--- src/rtl/axi_lite_accel_regs_if.sv ---
// rtl/axi_lite_accel_regs_if.sv - AXI4-Lite bus bundle for the accelerator register bank
interface axi_lite_accel_regs_if #(
  parameter int C_S_AXI_ADDR_WIDTH = 8,
  parameter int C_S_AXI_DATA_WIDTH = 32
);
  logic [C_S_AXI_ADDR_WIDTH-1:0]   awaddr;
  logic                            awvalid;
  logic                            awready;
  logic [C_S_AXI_DATA_WIDTH-1:0]   wdata;
  logic [C_S_AXI_DATA_WIDTH/8-1:0] wstrb;
  logic                            wvalid;
  logic                            wready;
  logic [1:0]                      bresp;
  logic                            bvalid;
  logic                            bready;
  logic [C_S_AXI_ADDR_WIDTH-1:0]   araddr;
  logic                            arvalid;
  logic                            arready;
  logic [C_S_AXI_DATA_WIDTH-1:0]   rdata;
  logic [1:0]                      rresp;
  logic                            rvalid;
  logic                            rready;

  modport slave (
    input  awaddr, awvalid, wdata, wstrb, wvalid, bready, araddr, arvalid, rready,
    output awready, wready, bresp, bvalid, arready, rdata, rresp, rvalid
  );

  modport master (
    output awaddr, awvalid, wdata, wstrb, wvalid, bready, araddr, arvalid, rready,
    input  awready, wready, bresp, bvalid, arready, rdata, rresp, rvalid
  );
endinterface

--- src/rtl/axi_lite_accel_regs.sv ---
// rtl/axi_lite_accel_regs.sv - AXI4-Lite register bank with start/done handshake for a compute accelerator
// Optional irq output and CTRL.IRQ_EN bit are enabled by defining AXI_ACCEL_IRQ_EN.
module axi_lite_accel_regs #(
  parameter int C_S_AXI_ADDR_WIDTH = 8,
  parameter int C_S_AXI_DATA_WIDTH = 32,
  parameter int OPERAND_WIDTH      = 8,
  parameter int NUM_OPERANDS       = 2,
  parameter int RESULT_WIDTH       = 9
) (
  input  logic                                  S_AXI_ACLK,
  input  logic                                  S_AXI_ARESETN,
  axi_lite_accel_regs_if.slave                  s_axi,
  output logic [NUM_OPERANDS*OPERAND_WIDTH-1:0] op_data,
  output logic                                  op_start,
  input  logic                                  res_valid,
  input  logic [RESULT_WIDTH-1:0]               res_data
`ifdef AXI_ACCEL_IRQ_EN
  ,
  output logic                                  irq
`endif
);
  localparam int         WORD_W      = C_S_AXI_ADDR_WIDTH - 2;
  localparam logic [1:0] RESP_OKAY   = 2'b00;
  localparam logic [1:0] RESP_SLVERR = 2'b10;
  localparam logic [0:0] ST_IDLE     = 1'b0;
  localparam logic [0:0] ST_BUSY     = 1'b1;

  logic [0:0]                    state;
  logic                          done;
  logic                          irq_en;
  logic [RESULT_WIDTH-1:0]       result;
  logic [OPERAND_WIDTH-1:0]      operand [NUM_OPERANDS];

  logic                          aw_held, w_held;
  logic [WORD_W-1:0]             aw_word;
  logic [C_S_AXI_DATA_WIDTH-1:0] w_data;
  logic [3:0]                    w_strb;
  logic                          awready_q, wready_q, bvalid_q, arready_q, rvalid_q;
  logic [1:0]                    bresp_q, rresp_q;
  logic [C_S_AXI_DATA_WIDTH-1:0] rdata_q;

  logic aw_hs, w_hs, ar_hs, commit;
  logic aw_held_n, w_held_n, bvalid_n, rvalid_n;
  logic wr_ctrl, wr_status, wr_result;
  logic [NUM_OPERANDS-1:0]       wr_op_sel;
  logic [1:0]                    wr_resp;
  logic [31:0]                   wmask;
  logic [WORD_W-1:0]             rd_word;
  logic [C_S_AXI_DATA_WIDTH-1:0] rd_data;
  logic [1:0]                    rd_resp;
  logic                          unused_bits;

  assign s_axi.awready = awready_q;
  assign s_axi.wready  = wready_q;
  assign s_axi.bvalid  = bvalid_q;
  assign s_axi.bresp   = bresp_q;
  assign s_axi.arready = arready_q;
  assign s_axi.rvalid  = rvalid_q;
  assign s_axi.rresp   = rresp_q;
  assign s_axi.rdata   = rdata_q;

  assign aw_hs  = s_axi.awvalid && awready_q;
  assign w_hs   = s_axi.wvalid && wready_q;
  assign ar_hs  = s_axi.arvalid && arready_q;
  assign commit = aw_held && w_held;

  assign aw_held_n = commit ? 1'b0 : (aw_held | aw_hs);
  assign w_held_n  = commit ? 1'b0 : (w_held | w_hs);
  assign bvalid_n  = commit | (bvalid_q & ~s_axi.bready);
  assign rvalid_n  = ar_hs | (rvalid_q & ~s_axi.rready);

  assign wmask = {{8{w_strb[3]}}, {8{w_strb[2]}}, {8{w_strb[1]}}, {8{w_strb[0]}}};

  assign wr_ctrl   = (aw_word == WORD_W'(0));
  assign wr_status = (aw_word == WORD_W'(1));
  assign wr_result = (aw_word == WORD_W'(2));

  always_comb begin
    wr_op_sel = '0;
    for (int i = 0; i < NUM_OPERANDS; i++) wr_op_sel[i] = (aw_word == WORD_W'(4 + i));
  end

  // Operands are frozen while the accelerator computes, so such writes are refused.
  assign wr_resp = (!(wr_ctrl | wr_status | wr_result | (|wr_op_sel)) ||
                    ((|wr_op_sel) && state == ST_BUSY)) ? RESP_SLVERR : RESP_OKAY;

  always_comb begin
    rd_word = s_axi.araddr[C_S_AXI_ADDR_WIDTH-1:2];
    rd_data = '0;
    rd_resp = RESP_OKAY;
    if (rd_word == WORD_W'(0)) begin
      rd_data[1] = irq_en;
    end else if (rd_word == WORD_W'(1)) begin
      rd_data[1] = done;
      rd_data[0] = (state == ST_BUSY);
    end else if (rd_word == WORD_W'(2)) begin
      rd_data = C_S_AXI_DATA_WIDTH'(result);
    end else begin
      rd_resp = RESP_SLVERR;
      for (int i = 0; i < NUM_OPERANDS; i++) begin
        if (rd_word == WORD_W'(4 + i)) begin
          rd_data = C_S_AXI_DATA_WIDTH'(operand[i]);
          rd_resp = RESP_OKAY;
        end
      end
    end
  end

  always_comb begin
    op_data = '0;
    for (int i = 0; i < NUM_OPERANDS; i++) op_data[i*OPERAND_WIDTH +: OPERAND_WIDTH] = operand[i];
  end

  assign unused_bits = ^{s_axi.awaddr[1:0], s_axi.araddr[1:0], wmask, w_data};

`ifndef AXI_ACCEL_IRQ_EN
  assign irq_en = 1'b0;
`endif

  always_ff @(posedge S_AXI_ACLK) begin
    if (!S_AXI_ARESETN) begin
      state     <= ST_IDLE;
      done      <= 1'b0;
      result    <= '0;
      op_start  <= 1'b0;
      aw_held   <= 1'b0;
      w_held    <= 1'b0;
      aw_word   <= '0;
      w_data    <= '0;
      w_strb    <= '0;
      awready_q <= 1'b0;
      wready_q  <= 1'b0;
      bvalid_q  <= 1'b0;
      bresp_q   <= RESP_OKAY;
      arready_q <= 1'b0;
      rvalid_q  <= 1'b0;
      rresp_q   <= RESP_OKAY;
      rdata_q   <= '0;
      for (int i = 0; i < NUM_OPERANDS; i++) operand[i] <= '0;
`ifdef AXI_ACCEL_IRQ_EN
      irq_en    <= 1'b0;
      irq       <= 1'b0;
`endif
    end else begin
      aw_held   <= aw_held_n;
      w_held    <= w_held_n;
      bvalid_q  <= bvalid_n;
      rvalid_q  <= rvalid_n;
      awready_q <= !aw_held_n && !bvalid_n;
      wready_q  <= !w_held_n && !bvalid_n;
      arready_q <= !arready_q && !rvalid_n;
      op_start  <= 1'b0;

      if (aw_hs) aw_word <= s_axi.awaddr[C_S_AXI_ADDR_WIDTH-1:2];
      if (w_hs) begin
        w_data <= s_axi.wdata;
        w_strb <= s_axi.wstrb;
      end
      if (commit) bresp_q <= wr_resp;
      if (ar_hs) begin
        rdata_q <= rd_data;
        rresp_q <= rd_resp;
      end

      for (int i = 0; i < NUM_OPERANDS; i++) begin
        if (commit && wr_op_sel[i] && state == ST_IDLE)
          operand[i] <= (operand[i] & ~wmask[OPERAND_WIDTH-1:0]) |
                        (w_data[OPERAND_WIDTH-1:0] & wmask[OPERAND_WIDTH-1:0]);
      end

      // W1C is applied first so a result strobe on the same edge sets DONE back.
      if (commit && wr_status && w_strb[0] && w_data[1]) done <= 1'b0;

      if (state == ST_BUSY && res_valid) begin
        result <= res_data;
        done   <= 1'b1;
        state  <= ST_IDLE;
      end else if (state == ST_IDLE && commit && wr_ctrl && w_strb[0] && w_data[0]) begin
        state    <= ST_BUSY;
        op_start <= 1'b1;
        done     <= 1'b0;
      end

`ifdef AXI_ACCEL_IRQ_EN
      if (commit && wr_ctrl && w_strb[0]) irq_en <= w_data[1];
      irq <= done && irq_en;
`endif
    end
  end
endmodule
--- src/flat_wrapper.sv ---
// flat-port wrapper written by rule: the top's interface ports become plain ports
module axi_lite_accel_regs_flat 
#(
  parameter int C_S_AXI_ADDR_WIDTH = 8,
  parameter int C_S_AXI_DATA_WIDTH = 32,
  parameter int OPERAND_WIDTH      = 8,
  parameter int NUM_OPERANDS       = 2,
  parameter int RESULT_WIDTH       = 9
)
  (S_AXI_ACLK, S_AXI_ARESETN, op_data, op_start, res_valid, res_data, s_axi_awaddr, s_axi_awvalid, s_axi_wdata, s_axi_wstrb, s_axi_wvalid, s_axi_bready, s_axi_araddr, s_axi_arvalid, s_axi_rready, s_axi_awready, s_axi_wready, s_axi_bresp, s_axi_bvalid, s_axi_arready, s_axi_rdata, s_axi_rresp, s_axi_rvalid);
  axi_lite_accel_regs_if #(.C_S_AXI_ADDR_WIDTH(C_S_AXI_ADDR_WIDTH), .C_S_AXI_DATA_WIDTH(C_S_AXI_DATA_WIDTH)) s_axi_i ();
  input  logic S_AXI_ACLK;
  input  logic S_AXI_ARESETN;
  output logic [NUM_OPERANDS*OPERAND_WIDTH-1:0] op_data;
  output logic op_start;
  input  logic res_valid;
  input  logic [RESULT_WIDTH-1:0] res_data;
  input wire logic [$bits(s_axi_i.awaddr)-1:0] s_axi_awaddr;
  input wire logic [$bits(s_axi_i.awvalid)-1:0] s_axi_awvalid;
  input wire logic [$bits(s_axi_i.wdata)-1:0] s_axi_wdata;
  input wire logic [$bits(s_axi_i.wstrb)-1:0] s_axi_wstrb;
  input wire logic [$bits(s_axi_i.wvalid)-1:0] s_axi_wvalid;
  input wire logic [$bits(s_axi_i.bready)-1:0] s_axi_bready;
  input wire logic [$bits(s_axi_i.araddr)-1:0] s_axi_araddr;
  input wire logic [$bits(s_axi_i.arvalid)-1:0] s_axi_arvalid;
  input wire logic [$bits(s_axi_i.rready)-1:0] s_axi_rready;
  output wire logic [$bits(s_axi_i.awready)-1:0] s_axi_awready;
  output wire logic [$bits(s_axi_i.wready)-1:0] s_axi_wready;
  output wire logic [$bits(s_axi_i.bresp)-1:0] s_axi_bresp;
  output wire logic [$bits(s_axi_i.bvalid)-1:0] s_axi_bvalid;
  output wire logic [$bits(s_axi_i.arready)-1:0] s_axi_arready;
  output wire logic [$bits(s_axi_i.rdata)-1:0] s_axi_rdata;
  output wire logic [$bits(s_axi_i.rresp)-1:0] s_axi_rresp;
  output wire logic [$bits(s_axi_i.rvalid)-1:0] s_axi_rvalid;
  assign s_axi_i.awaddr = s_axi_awaddr;
  assign s_axi_i.awvalid = s_axi_awvalid;
  assign s_axi_i.wdata = s_axi_wdata;
  assign s_axi_i.wstrb = s_axi_wstrb;
  assign s_axi_i.wvalid = s_axi_wvalid;
  assign s_axi_i.bready = s_axi_bready;
  assign s_axi_i.araddr = s_axi_araddr;
  assign s_axi_i.arvalid = s_axi_arvalid;
  assign s_axi_i.rready = s_axi_rready;
  assign s_axi_awready = s_axi_i.awready;
  assign s_axi_wready = s_axi_i.wready;
  assign s_axi_bresp = s_axi_i.bresp;
  assign s_axi_bvalid = s_axi_i.bvalid;
  assign s_axi_arready = s_axi_i.arready;
  assign s_axi_rdata = s_axi_i.rdata;
  assign s_axi_rresp = s_axi_i.rresp;
  assign s_axi_rvalid = s_axi_i.rvalid;
  axi_lite_accel_regs #(.C_S_AXI_ADDR_WIDTH(C_S_AXI_ADDR_WIDTH), .C_S_AXI_DATA_WIDTH(C_S_AXI_DATA_WIDTH), .OPERAND_WIDTH(OPERAND_WIDTH), .NUM_OPERANDS(NUM_OPERANDS), .RESULT_WIDTH(RESULT_WIDTH)) u_core (.S_AXI_ACLK(S_AXI_ACLK), .S_AXI_ARESETN(S_AXI_ARESETN), .s_axi(s_axi_i), .op_data(op_data), .op_start(op_start), .res_valid(res_valid), .res_data(res_data));
endmodule
--- config.mk ---
export PLATFORM = sky130hd
export DESIGN_NAME = axi_lite_accel_regs_flat
export DESIGN_NICKNAME = d
export VERILOG_FILES = /design/src/rtl/axi_lite_accel_regs_if.sv /design/src/rtl/axi_lite_accel_regs.sv /design/src/flat_wrapper.sv
export SDC_FILE = /design/constraint.sdc
export NUM_CORES = 1
export LEC_CHECK = 0
export ABC_AREA = 0
export CORE_ASPECT_RATIO = 0.7
export CORE_MARGIN = 2
export CORE_UTILIZATION = 42
export CTS_BUF_LIST = sky130_fd_sc_hd__clkbuf_16
export DETAILED_ROUTE_END_ITERATION = 10
export PLACE_DENSITY = 0.81
export SYNTH_ARGS = -nofsm -noshare
export SYNTH_HDL_FRONTEND = slang
export SYNTH_SLANG_ARGS = --single-unit
--- constraint.sdc ---
create_clock -name S_AXI_ACLK -period 2.6 [get_ports S_AXI_ACLK]
set_clock_uncertainty 0.2 [all_clocks]
set_input_delay 0.39 -clock S_AXI_ACLK [delete_from_list [all_inputs] [get_ports S_AXI_ACLK]]
set_output_delay 0.39 -clock S_AXI_ACLK [all_outputs]
set_load 0.05 [all_outputs]
======== Word-level counts from Yosys, hierarchy flattened ========
Memories as Yosys holds them, arrays and structs flattened.
Index checks and enable logic that the tools add are counted.
word-level totals
  input port bits ......................... 69
  memories kept ........................... 1
  output and inout bits ................... 58
  bits in writable memories ............... 16
  logic and storage cells ................. 108
  bits in latches ......................... 0
  register bits ........................... 70
  bits in read-only memories .............. 0
operators by class
  divide/modulo/power cells ............... 0
  $add $sub $neg .......................... 0
  shifts and indexed selects .............. 0
  reduce and logical (&&, ||, !) cells .... 32
  $lt $le $gt $ge ......................... 0
  multipliers ............................. 0
  eq/ne operators ......................... 8
  bitwise logic cells ..................... 21
  muxes and demuxes ....................... 29
memories
  name            depth  width  read ports  clocked after memory_dff  wr ports  RTL line                   text
  u_core.operand  2      8      2           0                         2         axi_lite_accel_regs.sv:32  logic [OPERAND_WIDTH-1:0] operand [NUM_OPERANDS];
operator list
  cell                                                              count
  30-bit 2-to-1 mux                                                 2
  32-bit 2-to-1 mux                                                 1
  8-bit 2-to-1 mux                                                  4
  8-bit AND                                                         3
  6-bit by 3-bit == test with 1-bit output (second input constant)  4
  1-bit logical AND                                                 20
  8-bit bitwise OR                                                  2
  1-bit 2-to-1 mux                                                  15
  2-bit 2-to-1 mux                                                  7
  6-bit by 1-bit == test with 1-bit output (second input constant)  2
  6-bit by 2-bit == test with 1-bit output (second input constant)  2
  6-bit zero test                                                   2
  1-bit bitwise OR                                                  9
  8-bit inverter                                                    1
  1-bit zero test                                                   6
  1-bit inverter                                                    4
  2-bit OR reduction                                                2
  3-bit nonzero test                                                1
  1-bit AND                                                         2
  1-bit logical OR                                                  1

======== Depth between registers and ports, before layout ========
  depth after elaboration ................. 7
  gate-level depth with buffers ........... 5
  depth with buffers taken out ............ 4

======== Worst setup path before layout ========
OpenSTA, ideal clock, no wires.
  kind .................................... reg-to-reg
  start ................................... reg u_core.aw_word[3]
  end ..................................... mem u_core.operand[0][0], enable pin
  period minus slack after synthesis ...... 2.371 ns
  data required time ...................... 2.016 ns
  path slack .............................. 0.229 ns
  library setup time ...................... 0.384 ns
  cell stages (with the launch flop) ...... 5
  arrival time ............................ 1.787 ns
  path buffers ............................ 0
  path through ............................ dfxtp_1 -> or3_4 -> nor4_4 -> nand3_4 -> o21ai_0
RTL lines
  item                    RTL line                    text
  from (decl)             axi_lite_accel_regs.sv:35   logic [WORD_W-1:0] aw_word;
  from (signal assigned)  axi_lite_accel_regs.sv:154  if (aw_hs) aw_word <= s_axi.awaddr[C_S_AXI_ADDR_WIDTH-1:2];
  to (decl)               axi_lite_accel_regs.sv:32

======== Worst setup path after layout ========
  start ................................... reg u_core.awready_q, in the netlist u_core.s_axi.awready
  end ..................................... out s_axi_awready
RTL lines
  item                    RTL line                    text
  from (decl)             axi_lite_accel_regs.sv:38   logic awready_q, wready_q, bvalid_q, arready_q, rvalid_q;
  from (signal assigned)  axi_lite_accel_regs.sv:149  awready_q <= !aw_held_n && !bvalid_n;
  to (decl)               flat_wrapper.sv:27          output wire logic [$bits(s_axi_i.awready)-1:0] s_axi_awready;
No word-level cell between the ends.

==> impl_results.html <==
<table>
<tr><th>Metric</th><th>Value</th></tr>
<tr><th colspan="2">Clock tree</th></tr>
<tr><td>CTS max path bufs</td><td>2</td></tr>
<tr><td># resized after CTS</td><td>0</td></tr>
<tr><td>Clock transition at the registers of the reported paths</td><td>0.06 ns</td></tr>
<tr><td>Number of buffers created by CTS</td><td>9</td></tr>
<tr><td>Clock H-tree levels</td><td>3</td></tr>
<tr><td># hold bufs at CTS</td><td>0</td></tr>
<tr><td>TritonCTS Sinks</td><td>61</td></tr>
<tr><td>Clock tree from TritonCTS</td><td>yes</td></tr>
<tr><td>Post CTS Setup Buffer Count</td><td>0</td></tr>
<tr><td>Clk Latency, worst-skew pair</td><td>around 0.33 ns</td></tr>
<tr><td>Library cell used as clock root buffer</td><td>sky130_fd_sc_hd__clkbuf_16</td></tr>
<tr><th colspan="2">Floorplanning</th></tr>
<tr><td>Die area</td><td>0.00744 mm^2</td></tr>
<tr><td>Initial standard-cell utilization of the core</td><td>between 40% and 50%</td></tr>
<tr><td>I/O pin total</td><td>127</td></tr>
<tr><td>Number of rows in the core area</td><td>25</td></tr>
<tr><td>Die Height</td><td>slightly above 70 um</td></tr>
<tr><td>DIE WIDTH</td><td>102 um</td></tr>
<tr><td>Core region area</td><td>~0.0066 mm^2</td></tr>
<tr><th colspan="2">Synthesis</th></tr>
<tr><td>Post-Synthesis Mean Instance Area</td><td>between 9 and 10 um^2</td></tr>
<tr><td>Number of warning messages in the yosys log</td><td>0</td></tr>
<tr><td>Post-synth cell types</td><td>38</td></tr>
<tr><td>Fraction of the yosys area taken by sequential cells</td><td>48.7%</td></tr>
<tr><td>Post-synthesis compound-gate area fraction</td><td>16.7%</td></tr>
<tr><td>Xor/xnor cell area share of the yosys netlist</td><td>0%</td></tr>
<tr><td>Simple-gate share of the synthesized area</td><td>a little under a quarter</td></tr>
<tr><td>Post-synthesis async set-or-reset flop share</td><td>0%</td></tr>
<tr><td>Post-synth EDFFs</td><td>16</td></tr>
<tr><td>Mapped Area</td><td>~0.0028 mm^2</td></tr>
<tr><td>Synthesis-stage register bit count</td><td>between 60 and 70</td></tr>
<tr><td>Fraction of the mapped netlist area in adder cells</td><td>0%</td></tr>
<tr><td>Main combinational cell family by area after synthesis</td><td>simple AND/OR/NAND/NOR gates</td></tr>
<tr><td>Most instantiated flip-flop cell in the synthesis netlist</td><td>sky130_fd_sc_hd__dfxtp_1</td></tr>
<tr><td>Count of mapped cells out of synthesis</td><td>311</td></tr>
<tr><td>Multiplexer area fraction after synthesis</td><td>under 10%</td></tr>
<tr><th colspan="2">Timing</th></tr>
<tr><td>Total count of max-transition violations in the final report</td><td>0</td></tr>
<tr><td>Worst Tran Pin Value</td><td>0.534 ns</td></tr>
<tr><td>Final setup fails</td><td>0</td></tr>
<tr><td>Worst hold slack</td><td>0.254 ns</td></tr>
<tr><td>Sum of negative setup slack</td><td>0 ns</td></tr>
<tr><td>Final hold violations</td><td>0</td></tr>
<tr><td>Worst max-slew margin expressed relative to the limit</td><td>around 64%</td></tr>
<tr><td>Time the worst path needs with I/O delays and setup</td><td>between 2 and 2.5 ns</td></tr>
<tr><td>Achievable Freq</td><td>around 0.44 GHz</td></tr>
<tr><td>Setup repair after global routing missed its margin</td><td>no</td></tr>
<tr><td>Period utilization</td><td>87.2%</td></tr>
<tr><th colspan="2">Global route</th></tr>
<tr><td>Global route overflow</td><td>0</td></tr>
<tr><td>Via count of the first global-routing pass</td><td>around 2200</td></tr>
<tr><td>Number of antenna violations at the first check in global routing</td><td>0</td></tr>
<tr><td>First-pass GRT wire length</td><td>~10000 um</td></tr>
<tr><td>Overall routing resource usage</td><td>about 18%</td></tr>
<tr><td>Maximum number of pins on one net before global-route repair</td><td>44</td></tr>
<tr><th colspan="2">Setup path</th></tr>
<tr><td>CP max stage cell</td><td>sky130_fd_sc_hd__clkdlybuf4s50_1</td></tr>
<tr><td>Worst Path Arrival</td><td>1.68 ns</td></tr>
<tr><td>Type of the worst setup path</td><td>flip-flop to output port</td></tr>
<tr><td>Largest stage delay, worst path</td><td>~0.87 ns</td></tr>
<tr><td>Crit path buffers/inverters</td><td>1</td></tr>
<tr><td>Setup crit start kind</td><td>flip-flop</td></tr>
<tr><td>CP endpoint kind</td><td>output port</td></tr>
<tr><td>Highest fanout seen on the critical path</td><td>8</td></tr>
<tr><td>Category of cells accounting for the largest share of critical-path delay</td><td>buffers and inverters</td></tr>
<tr><td>CP cell instances</td><td>clkdlybuf4s50_1</td></tr>
<tr><td>WP data required</td><td>2.01 ns</td></tr>
<tr><th colspan="2">Final layout</th></tr>
<tr><td>Ratio of cells with drive above 1 in the final layout</td><td>approximately 6.2%</td></tr>
<tr><td>Layout fillers</td><td>587</td></tr>
<tr><td>Most used cells in the layout excluding fill and tap cells</td><td>71 x sky130_fd_sc_hd__nand2_1, 70 x sky130_fd_sc_hd__clkdlybuf4s50_1, 45 x sky130_fd_sc_hd__dfxtp_1, 27 x sky130_fd_sc_hd__a21boi_0, 25 x sky130_fd_sc_hd__conb_1</td></tr>
<tr><td>Final net count</td><td>approximately 450</td></tr>
<tr><td>Layout Area Growth over Synthesis</td><td>35.9%</td></tr>
<tr><td>Most common cell after layout, fill and taps aside</td><td>sky130_fd_sc_hd__nand2_1</td></tr>
<tr><td>Inserted Diodes</td><td>0</td></tr>
<tr><th colspan="2">Pwr</th></tr>
<tr><td>Total Power</td><td>roughly 0.0026 W</td></tr>
<tr><td>Highest ir drop seen on vdd</td><td>327 uV</td></tr>
<tr><td>Power density over cell area</td><td>~680 mW/mm^2</td></tr>
<tr><td>Leak</td><td>about 1.4 nW</td></tr>
<tr><th colspan="2">Job</th></tr>
<tr><td>Number of max-cap violations</td><td>0</td></tr>
<tr><th colspan="2">Route</th></tr>
<tr><td>Routed Antenna Nets</td><td>0</td></tr>
<tr><td>Total vias in the final route</td><td>between 2000 and 2500</td></tr>
<tr><td>DRT Pass-1 Iters</td><td>4</td></tr>
<tr><td>Wire length reported by the detailed router</td><td>~6400 um</td></tr>
<tr><td>Count of routing violations after the opening detailed-route iteration</td><td>104</td></tr>
<tr><td>WL/cell</td><td>approximately 13 um</td></tr>
<tr><td>Number of DRC violations after detailed routing</td><td>0</td></tr>
<tr><td>Vias per Instance</td><td>4.75</td></tr>
<tr><th colspan="2">Worst hold path</th></tr>
<tr><td>Hold crit path type</td><td>flip-flop to flip-flop</td></tr>
<tr><th colspan="2">Placement</th></tr>
<tr><td>Count of port buffers added during placement</td><td>70</td></tr>
<tr><td>Detail Placement HPWL</td><td>about 4600 um</td></tr>
<tr><td>Routability congestion estimate from global placement</td><td>about 0.83</td></tr>
<tr><th colspan="2">Run status</th></tr>
<tr><td>Outcome</td><td>finished, final reports clean</td></tr>
</table>
==> state kept, by name (all words and copies together) (netlist names), 6 cells and up <==
register	count
u_core.s_axi.rdata	9
u_core.w_data	8
u_core.result	9
u_core.aw_word	6
u_core.operand	16
==> cells in the mapped netlist, types with 2 or more instances <==
library cell	number	share of area, %
sky130_fd_sc_hd__a21boi_0	27	7.1
sky130_fd_sc_hd__a21oi_1	20	3.5
sky130_fd_sc_hd__a22o_1	2	0.62
sky130_fd_sc_hd__a2bb2oi_1	6	1.9
sky130_fd_sc_hd__and2_1	7	1.5
sky130_fd_sc_hd__buf_1	2	0.26
sky130_fd_sc_hd__buf_4	25	6.6
sky130_fd_sc_hd__clkbuf_1	9	1.2
sky130_fd_sc_hd__dfxtp_1	45	32
sky130_fd_sc_hd__edfxtp_1	16	17
sky130_fd_sc_hd__inv_1	3	0.40
sky130_fd_sc_hd__mux2i_1	8	2.8
sky130_fd_sc_hd__nand2_1	71	9.4
sky130_fd_sc_hd__nand2b_1	21	4.6
sky130_fd_sc_hd__nand3_1	11	1.9
sky130_fd_sc_hd__nor2_1	6	0.79
sky130_fd_sc_hd__nor3_1	2	0.35
sky130_fd_sc_hd__nor3b_1	2	0.53
sky130_fd_sc_hd__o21ai_0	8	1.4
sky130_fd_sc_hd__o31ai_1	2	0.53
==> cell families after synthesis <==
logic type             after synthesis
other                                1
buffers and inverters               41
multiplexers                         8
AO/OA/AOI/OAI                       70
AND/OR/NAND/NOR                    130
flip-flops                          61
==> final cells by class <==
cell class	count	area [um^2]	area share, %
clock buffer	10	250	6.49
timing repair buffer	75	738	19.1
multi-input combinational	233	1290	33.4
clock inverter	6	68.8	1.78
tap	94	118	3.05
inverter	3	11.3	0.292
sequential	61	1380	35.8
==> per-layer routing <==
metal	GRT usage (%)	share of wire, %	vias up
met3	7.28	6.3	9
met5	0	0	-
met2	29.0	46	77
li1	-	-	1161
met1	22.9	46	1042
met4	6.07	1.3	0
==> final timing paths <==
| path | from | to | slack, ns | depth (start not counted) |
|---|---|---|---|---|
| worst min-delay path | u_core.s_axi.rdata[2] | u_core.s_axi.rdata[2] | 0.25 | 2 |
| worst min register to register | u_core.s_axi.rdata[2] | u_core.s_axi.rdata[2] | 0.25 | 2 |
| worst max-delay path | u_core.s_axi.awready | s_axi_awready | 0.33 | 1 |
| worst max register to register | u_core.aw_word[3] | u_core.operand[0][3] | 0.42 | 5 |
==> through the flow <==
step	setup slack (ns)	cells	util, %	area, um^2
floorplan	0.229	335	-	2930
global placement	0.422	466	53.4	3540
detailed placement	0.372	466	53.4	3540
CTS	0.333	482	58.2	3860
global route	0.240	482	58.2	3860
finish	0.332	482	58.2	3860
==> where the power goes <==
| part | switching (W) | internal [W] | leakage [nW] |
|---|---|---|---|
| sequential | 0.0000272 | 0.00100 | 0.531 |
| clock | 0.000434 | 0.000804 | 0.160 |
| combinational | 0.000216 | 0.000122 | 0.727 |
Power figures use the tool's default switching activity.
